[src/rtl/coffee_dispenser.sv]
// coffee_dispenser: brew-phase sequencer behind the drink selection logic.
// Takes one drink order per handshake. It runs the grind, brew, steam and froth
// phases, and each phase has its own cycle count. It pulses done when a drink is
// finished and keeps a saturating count of cups served.
// Optional feature: define COFFEE_DISPENSER_ABORT_EN to add the abort input and
// the aborted output. When the macro is undefined, every drink that starts runs
// to completion.
module coffee_dispenser #(
    parameter int unsigned GRIND_CYC   = 3,
    parameter int unsigned BREW_CYC    = 8,
    parameter int unsigned LARGE_EXTRA = 4,
    parameter int unsigned MILK_CYC    = 6,
    parameter int unsigned FOAM_CYC    = 4,
    parameter int unsigned CNT_W       = 8
) (
    input  logic        clk,
    input  logic        rst_n,
    input  logic        order_valid,
    output logic        order_ready,
    input  logic [1:0]  coffee_type,
    input  logic        size,
`ifdef COFFEE_DISPENSER_ABORT_EN
    input  logic        abort,
    output logic        aborted,
`endif
    output logic        grinder_on,
    output logic        pump_on,
    output logic        steamer_on,
    output logic        frother_on,
    output logic        busy,
    output logic        done,
    output logic        err_none,
    output logic [15:0] cup_count
);

    localparam int unsigned CUP_W = 16;
    localparam int unsigned TYPE_W = 2;

    localparam logic [TYPE_W-1:0] TYPE_NONE       = TYPE_W'(0);
    localparam logic [TYPE_W-1:0] TYPE_ESPRESSO   = TYPE_W'(1);
    localparam logic [TYPE_W-1:0] TYPE_LATTE      = TYPE_W'(2);

    // Counter reload values: a phase of N cycles loads N-1 and exits at zero.
    localparam logic [CNT_W-1:0] GRIND_LAST   = CNT_W'(GRIND_CYC - 1);
    localparam logic [CNT_W-1:0] BREW_S_LAST  = CNT_W'(BREW_CYC - 1);
    localparam logic [CNT_W-1:0] BREW_L_LAST  = CNT_W'(BREW_CYC + LARGE_EXTRA - 1);
    localparam logic [CNT_W-1:0] MILK_LAST    = CNT_W'(MILK_CYC - 1);
    localparam logic [CNT_W-1:0] FOAM_LAST    = CNT_W'(FOAM_CYC - 1);

    typedef enum logic [2:0] {
        S_IDLE  = 3'd0,
        S_GRIND = 3'd1,
        S_BREW  = 3'd2,
        S_MILK  = 3'd3,
        S_FOAM  = 3'd4,
        S_DONE  = 3'd5
    } state_e;

    state_e              state_q, state_d;
    logic [CNT_W-1:0]    cnt_q, cnt_d;
    logic [TYPE_W-1:0]   type_q, type_d;
    logic                size_q, size_d;
    logic                ready_q;
    logic                grinder_q, pump_q, steamer_q, frother_q;
    logic                busy_q, done_q;
    logic                err_q, err_d;
    logic [CUP_W-1:0]    cup_q, cup_d;
    logic                accept;
    logic                cnt_zero;
    logic [CNT_W-1:0]    brew_last;
`ifdef COFFEE_DISPENSER_ABORT_EN
    logic                abort_hit;
    logic                aborted_q;
`endif

    assign accept    = order_valid && ready_q;
    assign cnt_zero  = (cnt_q == '0);
    assign brew_last = size_q ? BREW_L_LAST : BREW_S_LAST;

    // Next-state, phase counter and order capture
    always_comb begin
        state_d = state_q;
        cnt_d   = cnt_q;
        type_d  = type_q;
        size_d  = size_q;
        err_d   = 1'b0;
`ifdef COFFEE_DISPENSER_ABORT_EN
        abort_hit = 1'b0;
`endif
        case (state_q)
            S_IDLE: begin
                if (accept) begin
                    type_d = coffee_type;
                    size_d = size;
                    if (coffee_type == TYPE_NONE) begin
                        err_d = 1'b1;
                    end else begin
                        state_d = S_GRIND;
                        cnt_d   = GRIND_LAST;
                    end
                end
            end
            S_GRIND: begin
                if (cnt_zero) begin
                    state_d = S_BREW;
                    cnt_d   = brew_last;
                end else begin
                    cnt_d = cnt_q - CNT_W'(1);
                end
            end
            S_BREW: begin
                if (cnt_zero) begin
                    if (type_q == TYPE_ESPRESSO) begin
                        state_d = S_DONE;
                        cnt_d   = '0;
                    end else begin
                        state_d = S_MILK;
                        cnt_d   = MILK_LAST;
                    end
                end else begin
                    cnt_d = cnt_q - CNT_W'(1);
                end
            end
            S_MILK: begin
                if (cnt_zero) begin
                    if (type_q == TYPE_LATTE) begin
                        state_d = S_DONE;
                        cnt_d   = '0;
                    end else begin
                        state_d = S_FOAM;
                        cnt_d   = FOAM_LAST;
                    end
                end else begin
                    cnt_d = cnt_q - CNT_W'(1);
                end
            end
            S_FOAM: begin
                if (cnt_zero) begin
                    state_d = S_DONE;
                    cnt_d   = '0;
                end else begin
                    cnt_d = cnt_q - CNT_W'(1);
                end
            end
            S_DONE: begin
                state_d = S_IDLE;
            end
            default: begin
                state_d = S_IDLE;
                cnt_d   = '0;
            end
        endcase
`ifdef COFFEE_DISPENSER_ABORT_EN
        // Abort only cuts an active phase; IDLE and DONE ignore it
        if (abort && (state_q inside {S_GRIND, S_BREW, S_MILK, S_FOAM})) begin
            state_d   = S_IDLE;
            cnt_d     = '0;
            abort_hit = 1'b1;
        end
`endif
    end

    // Saturating served-cup counter, bumped on entry to DONE
    always_comb begin
        cup_d = cup_q;
        if ((state_d == S_DONE) && (state_q != S_DONE) && (cup_q != '1)) begin
            cup_d = cup_q + CUP_W'(1);
        end
    end

    // State and registered Moore outputs, decoded from the next state
    always_ff @(posedge clk or negedge rst_n) begin
        if (!rst_n) begin
            state_q   <= S_IDLE;
            cnt_q     <= '0;
            type_q    <= '0;
            size_q    <= 1'b0;
            ready_q   <= 1'b1;
            grinder_q <= 1'b0;
            pump_q    <= 1'b0;
            steamer_q <= 1'b0;
            frother_q <= 1'b0;
            busy_q    <= 1'b0;
            done_q    <= 1'b0;
            err_q     <= 1'b0;
            cup_q     <= '0;
`ifdef COFFEE_DISPENSER_ABORT_EN
            aborted_q <= 1'b0;
`endif
        end else begin
            state_q   <= state_d;
            cnt_q     <= cnt_d;
            type_q    <= type_d;
            size_q    <= size_d;
            ready_q   <= (state_d == S_IDLE);
            grinder_q <= (state_d == S_GRIND);
            pump_q    <= (state_d == S_BREW);
            steamer_q <= (state_d == S_MILK);
            frother_q <= (state_d == S_FOAM);
            busy_q    <= (state_d != S_IDLE);
            done_q    <= (state_d == S_DONE);
            err_q     <= err_d;
            cup_q     <= cup_d;
`ifdef COFFEE_DISPENSER_ABORT_EN
            aborted_q <= abort_hit;
`endif
        end
    end

    assign order_ready = ready_q;
    assign grinder_on  = grinder_q;
    assign pump_on     = pump_q;
    assign steamer_on  = steamer_q;
    assign frother_on  = frother_q;
    assign busy        = busy_q;
    assign done        = done_q;
    assign err_none    = err_q;
    assign cup_count   = cup_q;
`ifdef COFFEE_DISPENSER_ABORT_EN
    assign aborted     = aborted_q;
`endif

endmodule

[config.mk]
export PLATFORM = sky130hd
export DESIGN_NAME = coffee_dispenser
export DESIGN_NICKNAME = d
export VERILOG_FILES = /design/src/rtl/coffee_dispenser.sv
export SDC_FILE = /design/constraint.sdc
export NUM_CORES = 1
export LEC_CHECK = 0
export ABC_AREA = 1
export ABC_CLOCK_PERIOD_IN_PS = 2550
export CAP_MARGIN = 20
export CORE_ASPECT_RATIO = 1.4
export CORE_MARGIN = 4
export CORE_UTILIZATION = 50
export CTS_CLUSTER_DIAMETER = 80
export DETAILED_ROUTE_END_ITERATION = 6
export PLACE_DENSITY = 0.73
export SYNTH_ARGS = -nofsm -noshare
export SYNTH_HDL_FRONTEND = slang
export SYNTH_SLANG_ARGS = --single-unit
[constraint.sdc]
create_clock -name clk -period 2.55 [get_ports clk]
set_input_delay 0.255 -clock clk [delete_from_list [all_inputs] [get_ports clk]]
set_output_delay 0.255 -clock clk [all_outputs]
set_load 0.02 [all_outputs]
==> results of run 1 <==
## routing by layer
layer / vias to the layer above / track usage / share of wire
met2: 43 / 0.383 / 0.55
met1: 939 / 0.210 / 0.39
met3: 15 / 0.0368 / 0.030
met4: 0 / 0.109 / 0.034
li1: 1029 / - / -
met5: - / 0 / 0
## state kept, by name, indices dropped and copies added, names as in the netlist
name	count
size_q	1
frother_on	1
grinder_on	1
done	1
type_q	2
err_none	1
state_q	3
cnt_q	8
pump_on	1
steamer_on	1
cup_count	16
order_ready	1
busy	1
## how the worst max path moves through the flow
stage	startpoint	to	slack [ns]	depth (start not counted)
4_1_cts	cup_count[0]	cup_count[0]	0.34	7
3_5_place_dp	cup_count[0]	cup_count[0]	0.38	7
2_1_floorplan	cup_count[0]	cup_count[10]	0.75	7
6_report	cup_count[0]	cup_count[0]	0.35	7
3_3_place_gp	cup_count[0]	cup_count[10]	0.35	7
5_1_grt	cup_count[0]	cup_count[8]	0.17	7
## final cells by class
class                           count  area, um^2
Clock inverter                      1        5.00
Fill cell                         426        1780
Timing Repair Buffer               30         293
Tap cell                           62        77.6
Inverter                           36         135
Multi-Input combinational cell    218        1200
Sequential cell                    38         952
Clock buffer                        7        86.3
## power by group through the flow
stage               registers (mW)  clock network [mW]  logic, mW
finish                       0.602               0.430     0.0192
global route                 0.602               0.465     0.0224
CTS                          0.602               0.438     0.0201
detailed placement           0.614                   0     0.0203
global placement             0.614                   0     0.0203
floorplan                    0.614                   0   0.000400
## worst register-to-register path, cell delays in order (launching register included)
cell	delay, ns
dfrtp_1	0.44
ha_1	0.22
nand3_1	0.17
nor3_1	0.29
nand3_1	0.47
nand4_4	0.39
nand2_1	0.09
nand2_1	0.08
## logic make-up after synthesis
logic type                 synth area share
and+or+nand+nor                       0.383
DFF                                   0.408
buffers and inverters                0.0756
xor gates and xnor gates             0.0450
AOI/OAI and AO/OA                    0.0724
adders and majority gates            0.0161
## placed cells by master, fill, tap and decap left out, types with 2 or more instances in the layout
| cell | count |
|---|---|
| nand2_1 | 80 |
| dfrtp_1 | 37 |
| nor2_1 | 35 |
| inv_1 | 29 |
| clkdlybuf4s50_1 | 28 |
| nand4_1 | 21 |
| nand3_1 | 10 |
| o21ai_0 | 10 |
| xor2_1 | 9 |
| nand2_2 | 8 |
| inv_2 | 7 |
| nor3_1 | 7 |
| clkbuf_8 | 6 |
| a21oi_1 | 5 |
| nand3_2 | 3 |
| nand2_4 | 3 |
| o22ai_1 | 3 |
| xnor2_1 | 3 |
| ha_1 | 3 |
| nor2_2 | 2 |
| nor2_4 | 2 |
| nor2_8 | 2 |
==> impl_results.md, run 1 <==
- Peak supply drop: 212 uV
- Max Clk Rate: 455 MHz
- Non-filler cells in the finished layout: approximately 400
- Crit path cell chain: ha_1, nand3_1, nor3_1, nand3_1, nand4_4, nand2_1, nand2_1
- Worst-path clk slew: 0.07 ns
- Area after DPL: 2660 um^2
- Status: completed
- Share of cells above drive strength 1: 0.130
- Via density: 5.17
- Post-Syn Nets: roughly 310
- Yosys top cell area share: 0.397
- Critical Setup Path Class: reg2reg
- Cts hold-fix bufs: 0
- Pre-CTS WS: approximately 0.38 ns
- Post-CTS Repair Setup Buffers: 0
- Number of max-cap violations: 0
- Worst Reg-to-Reg Cells: 7
- Total grt overflow: 0
- Die Span X: between 60 and 70 um
- Sw Ratio: 0.214
- Syn Area/Cell: 7.86 um^2
- Part of the power in registers: 0.573
- Post-synth EDFFs: 0
- Clk sinks: 38
- Largest net degree at the start of global routing: 39
- Top post-synthesis cells by area: dfrtp_1, nand2_1, nand4_1
- Fin nets: 338
- Slew Viols, Final: 0
- Commonest cells in the netlist: nand2_1, dfrtp_1, nor2_1, inv_1, nand4_1
- Synth area leader: dfrtp_1
- Worst setup SP type: flop
- Slew headroom: 0.445
- First-pass GRT wire length: around 9100 um
- Synth Register Bits: 38
- Pint: around 0.83 mW
- Fin Clk Skew: about 0.0067 ns
- Hold WC Path Type: in2async
- Cells after DPL: 384
- Layout area overhead: 18.0%
- Initial DRC Count: around 120
- Critical Path RT: roughly 2.8 ns
- Ys Warns: 0
- Post-CTS sizing: 0
- # rows: 29
- Depth of the CTS H-tree: 2
- CTS tree: built
- CP Data Arrival Time: 2.42 ns
- Most frequent cell after synthesis: nand2_1
- Gp weighted congestion: 0.882
- Minimum setup slack in the final design: 0.352 ns
- Final hold slack: 0.0657 ns
- GRT Total Usage: 0.204
- Detailed placement HPWL: 4000 um
- Die area: 5840 um^2
- CTS root buf: clkbuf_8
- Fin. Hold Viols: 0
- First-pass detailed-route iteration total: 4
- RSZ-0062 raised after global routing: false
- Clk network pwr share: 0.409
- Ys flop type: dfrtp_1
- TritonCTS Buffers: 5
- Ports: 30
- Wirelength per Cell: approximately 13 um
- Overall power: ~1.1 mW
- Initial Utilization: 0.514
- Slowest stage delay, CP: 0.47 ns
- Cells after Synth: roughly 300
- Via count: 2,026
- Post-synth ARST share: 1.00
- Fin Setup TNS: 0 ns
- Reg-to-reg endpoint: cup_count[0]
- Critical R2R Launch: cup_count[0]
- LEAKAGE: 1.27 nW
- Reg-to-reg slack, setup: 0.35 ns
- Final period utilization: 0.862
- Final core utilization: 0.607
- Port bufs: 29
- Tmin final: 2.20 ns
- N_diodes: 0
- Netlist cell types: 36
- Clk Latency, worst-skew pair: between 0.2 and 0.3 ns
- Vias in the first global route: between 2,000 and 2,500
- Finish-stage setup viols: 0
- Comb power frac: 0.018
- Antenna violations before repair: 0
- Routed Antenna Nets: 0
- Worst path bufs/invs: 0
- Routed WL: between 5000 and 6000 um
- Top cell family by delay on the critical path: simple AND/OR/NAND/NOR gates
- Fin area: 2750 um^2
- Max Root-Sink Buffers: 2
- Net Switching: ~0.22 mW
- Synthesized area: 2330 um^2
- Worst-margin pin slew: roughly 0.83 ns
- Residual DRC: 0
- PD cells: 382 nW/um^2
- Sequential area share after synthesis: 0.408
- CP Max Fanout: 13
- Core Region: between 4000 and 5000 um^2
- Slowest-stage cell, CP: nand3_1
- Die height: 88.8 um
- CP endpoint kind: flop
(Power assumes the default switching activity.)
==> run 2, diff against run 1 <==
--- a/config.mk
+++ b/config.mk
@@ -11,6 +11,7 @@
 export CORE_ASPECT_RATIO = 1.4
 export CORE_MARGIN = 4
 export CORE_UTILIZATION = 50
+export CTS_BUF_LIST = sky130_fd_sc_hd__clkbuf_8
 export CTS_CLUSTER_DIAMETER = 80
 export DETAILED_ROUTE_END_ITERATION = 6
 export PLACE_DENSITY = 0.73
==> run 2 against run 1 <==
  * Non-clock buffer count unchanged
  * Final cell count unchanged
  * Sequential cell count unchanged
  * Critical path depth is the same
  * Hold slack is essentially flat
  * Register-to-register slack is essentially flat
  * Worst setup slack improved by 0.00050 ns
  * Critical path type unchanged
  * Largest power group unchanged
==> impl_results.md, run 2 (synthesis results as in run 1) <==
- Status: completed
- Detailed placement HPWL: ~4000 um
- Hold WC Path Type: in2async
- LEAKAGE: approximately 1.3 nW
- Wirelength per Cell: 13.5 um
- Fin area: 2750 um^2
- Slew Viols, Final: 0
- Largest register FFs: 16
- Final period utilization: 0.862
- Die area: 5840 um^2
- Post-CTS sizing: 0
- Core Region: 4540 um^2
- Vias in the first global route: 2,083
- Number of max-cap violations: 0
- Die Span X: 65.7 um
- Critical Setup Path Class: reg2reg
- Most frequent cells in the layout: nand2_1, dfrtp_1, nor2_1
- Global-route met3 utilization: 0.0368
- Residual DRC: 0
- Worst-path clk slew: 0.07 ns
- Port bufs: 29
- Max Root-Sink Buffers: 2
- Antenna violations before repair: 0
- Slowest stage delay, CP: 0.47 ns
- # rows: 29
- Multi-input logic area: 1200 um^2
- Fin Setup TNS: 0 ns
- Clk Latency, worst-skew pair: between 0.2 and 0.3 ns
- Fin. Hold Viols: 0
- Max Clk Rate: 455 MHz
- Gp weighted congestion: ~0.9
- Fill cells: 426
- GRT Total Usage: 0.204
- TritonCTS Buffers: 5
- First-pass detailed-route iteration total: 4
- Worst setup SP type: flop
- Largest net degree at the start of global routing: 39
- Commonest non-fill, non-tap cell in the layout: nand2_1
- Tmin final: ~2.2 ns
- FF/Latch Area: approximately 950 um^2
- Ports: 30
- Initial DRC Count: 115
- M2 GR Usage: 0.383
- Total grt overflow: 0
- Cts hold-fix bufs: 0
- Slew headroom: 0.445
- Die height: 88.8 um
- Critical Path RT: 2.78 ns
- Fin Clk Skew: approximately 0.007 ns
- CTS root buf: clkbuf_8
- CP Max Fanout: 13
- Met1 GRT Util: 0.210
- Depth of the CTS H-tree: 2
- Peak supply drop: 212 uV
- Routed WL: ~5300 um
- PD cells: between 300 and 400 nW/um^2
- Initial Utilization: 0.514
- Finish-stage setup viols: 0
- Final hold slack: roughly 0.066 ns
- Via density: 5.18
- Clk sinks: 38
- Final core utilization: 0.607
- Reg-to-reg slack, setup: 0.35 ns
- Area after DPL: 2660 um^2
- Slowest-stage cell, CP: nand3_1
- Fin nets: roughly 340
- Crit path cell chain: ha_1, nand3_1, nor3_1, nand3_1, nand4_4, nand2_1, nand2_1
- CP endpoint kind: flop
- RSZ-0062 raised after global routing: false
- Top Usage Layer GRT: met2
- N_diodes: 0
- Layout area overhead: 18.0%
- CTS tree: built
- Worst-margin pin slew: 0.833 ns
- Share of cells above drive strength 1: 0.130
- Via count: a little over 2,000
- Routed Antenna Nets: 0
- Post-CTS Repair Setup Buffers: 0
- CP Data Arrival Time: 2.42 ns
- First-pass GRT wire length: 9070 um
run 2: cell count changes in the layout (fill, tap and decap cells not counted), sizes merged:
cell | before | now
clkbuf | 7 | 6
inv | 36 | 37
run 2: path summary, 6_finish.rpt:
check	startpoint	to	cells past startpoint
min in group clk	size_q	size_q	2
min	rst_n	err_none	1
max reg2reg	cup_count[0]	cup_count[0]	7
max	cup_count[0]	cup_count[0]	7
max in group asynchronous	rst_n	cup_count[0]	1
min reg2reg	size_q	size_q	2
run 2: where the power goes:
part           switching, mW  internal (mW)
clock                  0.212          0.214
combinational         0.0130        0.00613
sequential                 0          0.602
run 2: worst max-delay path: cells and delay by family (launching register included):
| family | cells | cell delay, ns |
|---|---|---|
| flops | 1 | 0.44 |
| simple gates | 6 | 1.49 |
| fa+ha+maj | 1 | 0.22 |
run 2: routing by layer:
metal  vias to the layer above  wire length [um]  share of wire
met5                         -                 0              0
met4                         0               182          0.034
met3                        15               156          0.030
met2                        43              2890           0.55
met1                       943              2060           0.39
li1                       1029                 -              -
run 2: stage by stage:
step | cells | total power [mW] | worst slack, ns
floorplan | 297 | 0.615 | 0.747
global placement | 384 | 0.634 | 0.353
detailed placement | 384 | 0.634 | 0.376
CTS | 392 | 1.06 | 0.342
global route | 392 | 1.09 | 0.175
finish | 392 | 1.05 | 0.353
run 2: layout make-up:
type / instances / share of cell area
sequential: 38 / 0.346
clock inverter: 2 / 0.00318
inverter: 36 / 0.0491
multi-input combinational: 218 / 0.438
clock buffer: 6 / 0.0300
timing repair buffer: 30 / 0.106
tap: 62 / 0.0282
==> run 3, diff against run 2 <==
--- a/config.mk
+++ b/config.mk
@@ -14,7 +14,7 @@
 export CTS_BUF_LIST = sky130_fd_sc_hd__clkbuf_8
 export CTS_CLUSTER_DIAMETER = 80
 export DETAILED_ROUTE_END_ITERATION = 6
-export PLACE_DENSITY = 0.73
+export PLACE_DENSITY = 0.69
 export SYNTH_ARGS = -nofsm -noshare
 export SYNTH_HDL_FRONTEND = slang
 export SYNTH_SLANG_ARGS = --single-unit
==> run 3 against run 2 <==
  * Global-route usage decreased by 0.12 points
  * Maximum frequency is 3.0% lower
  * Power fell by 0.37%
  * Register-to-register slack got worse by 0.07 ns
  * Largest power group unchanged
==> impl_results.md, run 3 (synthesis results as in run 1) <==
- Status: completed
- Fin Clk Skew: 0.00977 ns
- Slew headroom: 0.423
- Final hold slack: 0.0783 ns
- Detailed placement HPWL: 3950 um
- Most frequent cells in the layout: nand2_1, dfrtp_1, nor2_1
- Vias in the first global route: 2,090
- GRT Total Usage: 0.203
- Fill cells: 424
- Initial Utilization: 0.514
- Antenna violations before repair: 0
- Worst-margin pin slew: just under 0.9 ns
- Ports: 30
- Post-CTS sizing: 0
- Via density: 5.13
- Total grt overflow: 0
- Post-CTS Repair Setup Buffers: 0
- Wirelength per Cell: 13.3 um
- CTS root buf: clkbuf_8
- Max Root-Sink Buffers: 2
- Routed WL: 5190 um
- Final period utilization: 0.888
- Port bufs: 29
- LEAKAGE: 1.27 nW
- Largest register FFs: 16
- Layout area overhead: 18.0%
- Initial DRC Count: 97
- First-pass GRT wire length: about 9200 um
- Finish-stage setup viols: 0
- First-pass detailed-route iteration total: 4
- Via count: slightly above 2,000
- Residual DRC: 0
- PD cells: 379 nW/um^2
- Die area: 5840 um^2
- CP Data Arrival Time: 2.49 ns
- Routed Antenna Nets: 0
- Worst-path clk slew: 0.08 ns
- Fin Setup TNS: 0 ns
- TritonCTS Buffers: 5
- Peak supply drop: 249 uV
- Number of max-cap violations: 0
- Worst setup SP type: flop
- Die height: 88.8 um
- Cells after DPL: 384
- CTS tree: built
- Hold WC Path Type: in2async
- Max Clk Rate: 442 MHz
- N_diodes: 0
- Fin nets: 338
- RSZ-0062 raised after global routing: false
- Share of cells above drive strength 1: 0.130
- Tmin final: 2.26 ns
- Critical Path RT: 2.77 ns
- Multi-input logic area: 1200 um^2
- Worst Reg-to-Reg Cells: 7
- Die Span X: roughly 66 um
- Largest net degree at the start of global routing: 39
- Non-filler cells in the finished layout: around 390
- # rows: 29
- CP Max Fanout: 13
- Core Region: about 4500 um^2
- Fin. Hold Viols: 0
- Cts hold-fix bufs: 0
- Gp weighted congestion: between 0.8 and 0.9
- Clk Latency, worst-skew pair: 0.28 ns
- Slew Viols, Final: 0
- Clk sinks: 38
- Commonest non-fill, non-tap cell in the layout: nand2_1
- FF/Latch Area: approximately 950 um^2
- Depth of the CTS H-tree: 2
- CP endpoint kind: flop
- Critical Setup Path Class: reg2reg
[run 3: layout make-up]
type,instances,share of cell area
Multi-Input combinational cell,218,0.438
Sequential cell,38,0.346
Timing Repair Buffer,30,0.106
Inverter,36,0.0491
Clock buffer,6,0.0300
Tap cell,62,0.0282
Clock inverter,2,0.00318
[run 3: per-stage QoR]
| step | area [um^2] | power (mW) | worst slack (ns) | util |
|---|---|---|---|---|
| 4_1_cts | 2750 | 1.06 | 0.273 | 0.607 |
| 5_1_grt | 2750 | 1.09 | 0.0553 | 0.607 |
| 3_5_place_dp | 2660 | 0.634 | 0.313 | 0.587 |
| 3_3_place_gp | 2660 | 0.634 | 0.314 | 0.587 |
| 6_report | 2750 | 1.04 | 0.286 | 0.607 |
| 2_1_floorplan | 2330 | 0.615 | 0.747 | - |
[run 3: final timing paths]
check | startpoint | end | slack (ns)
setup / recovery | cup_count[0] | cup_count[9] | 0.29
min in group clk | cnt_q[4] | cnt_q[4] | 0.51
hold / removal | rst_n | busy | 0.08
hold reg to reg | cnt_q[4] | cnt_q[4] | 0.51
max in group asynchronous | rst_n | cnt_q[5] | 1.92
setup reg to reg | cup_count[0] | cup_count[9] | 0.29
[run 3: report_power, final]
group          internal [mW]  switching (mW)  total (mW)
Combinational        0.00611          0.0134      0.0195
Clock                  0.214           0.208       0.423
Sequential             0.602               0       0.602
[run 3: per-layer routing]
layer	share of wire	routed length, um	GRT usage
met1	0.40	2050	0.227
met2	0.55	2860	0.380
met3	0.029	150	0.0305
met4	0.025	129	0.0774
met5	0	0	0
[run 3: critical path: stages (launching register included)]
cell and delay, ns:
dfrtp_1 0.48, ha_1 0.23, nand3_1 0.18, nor3_1 0.31, nand3_1 0.46, nand4_4 0.38
nand2_1 0.08, nand2_1 0.07
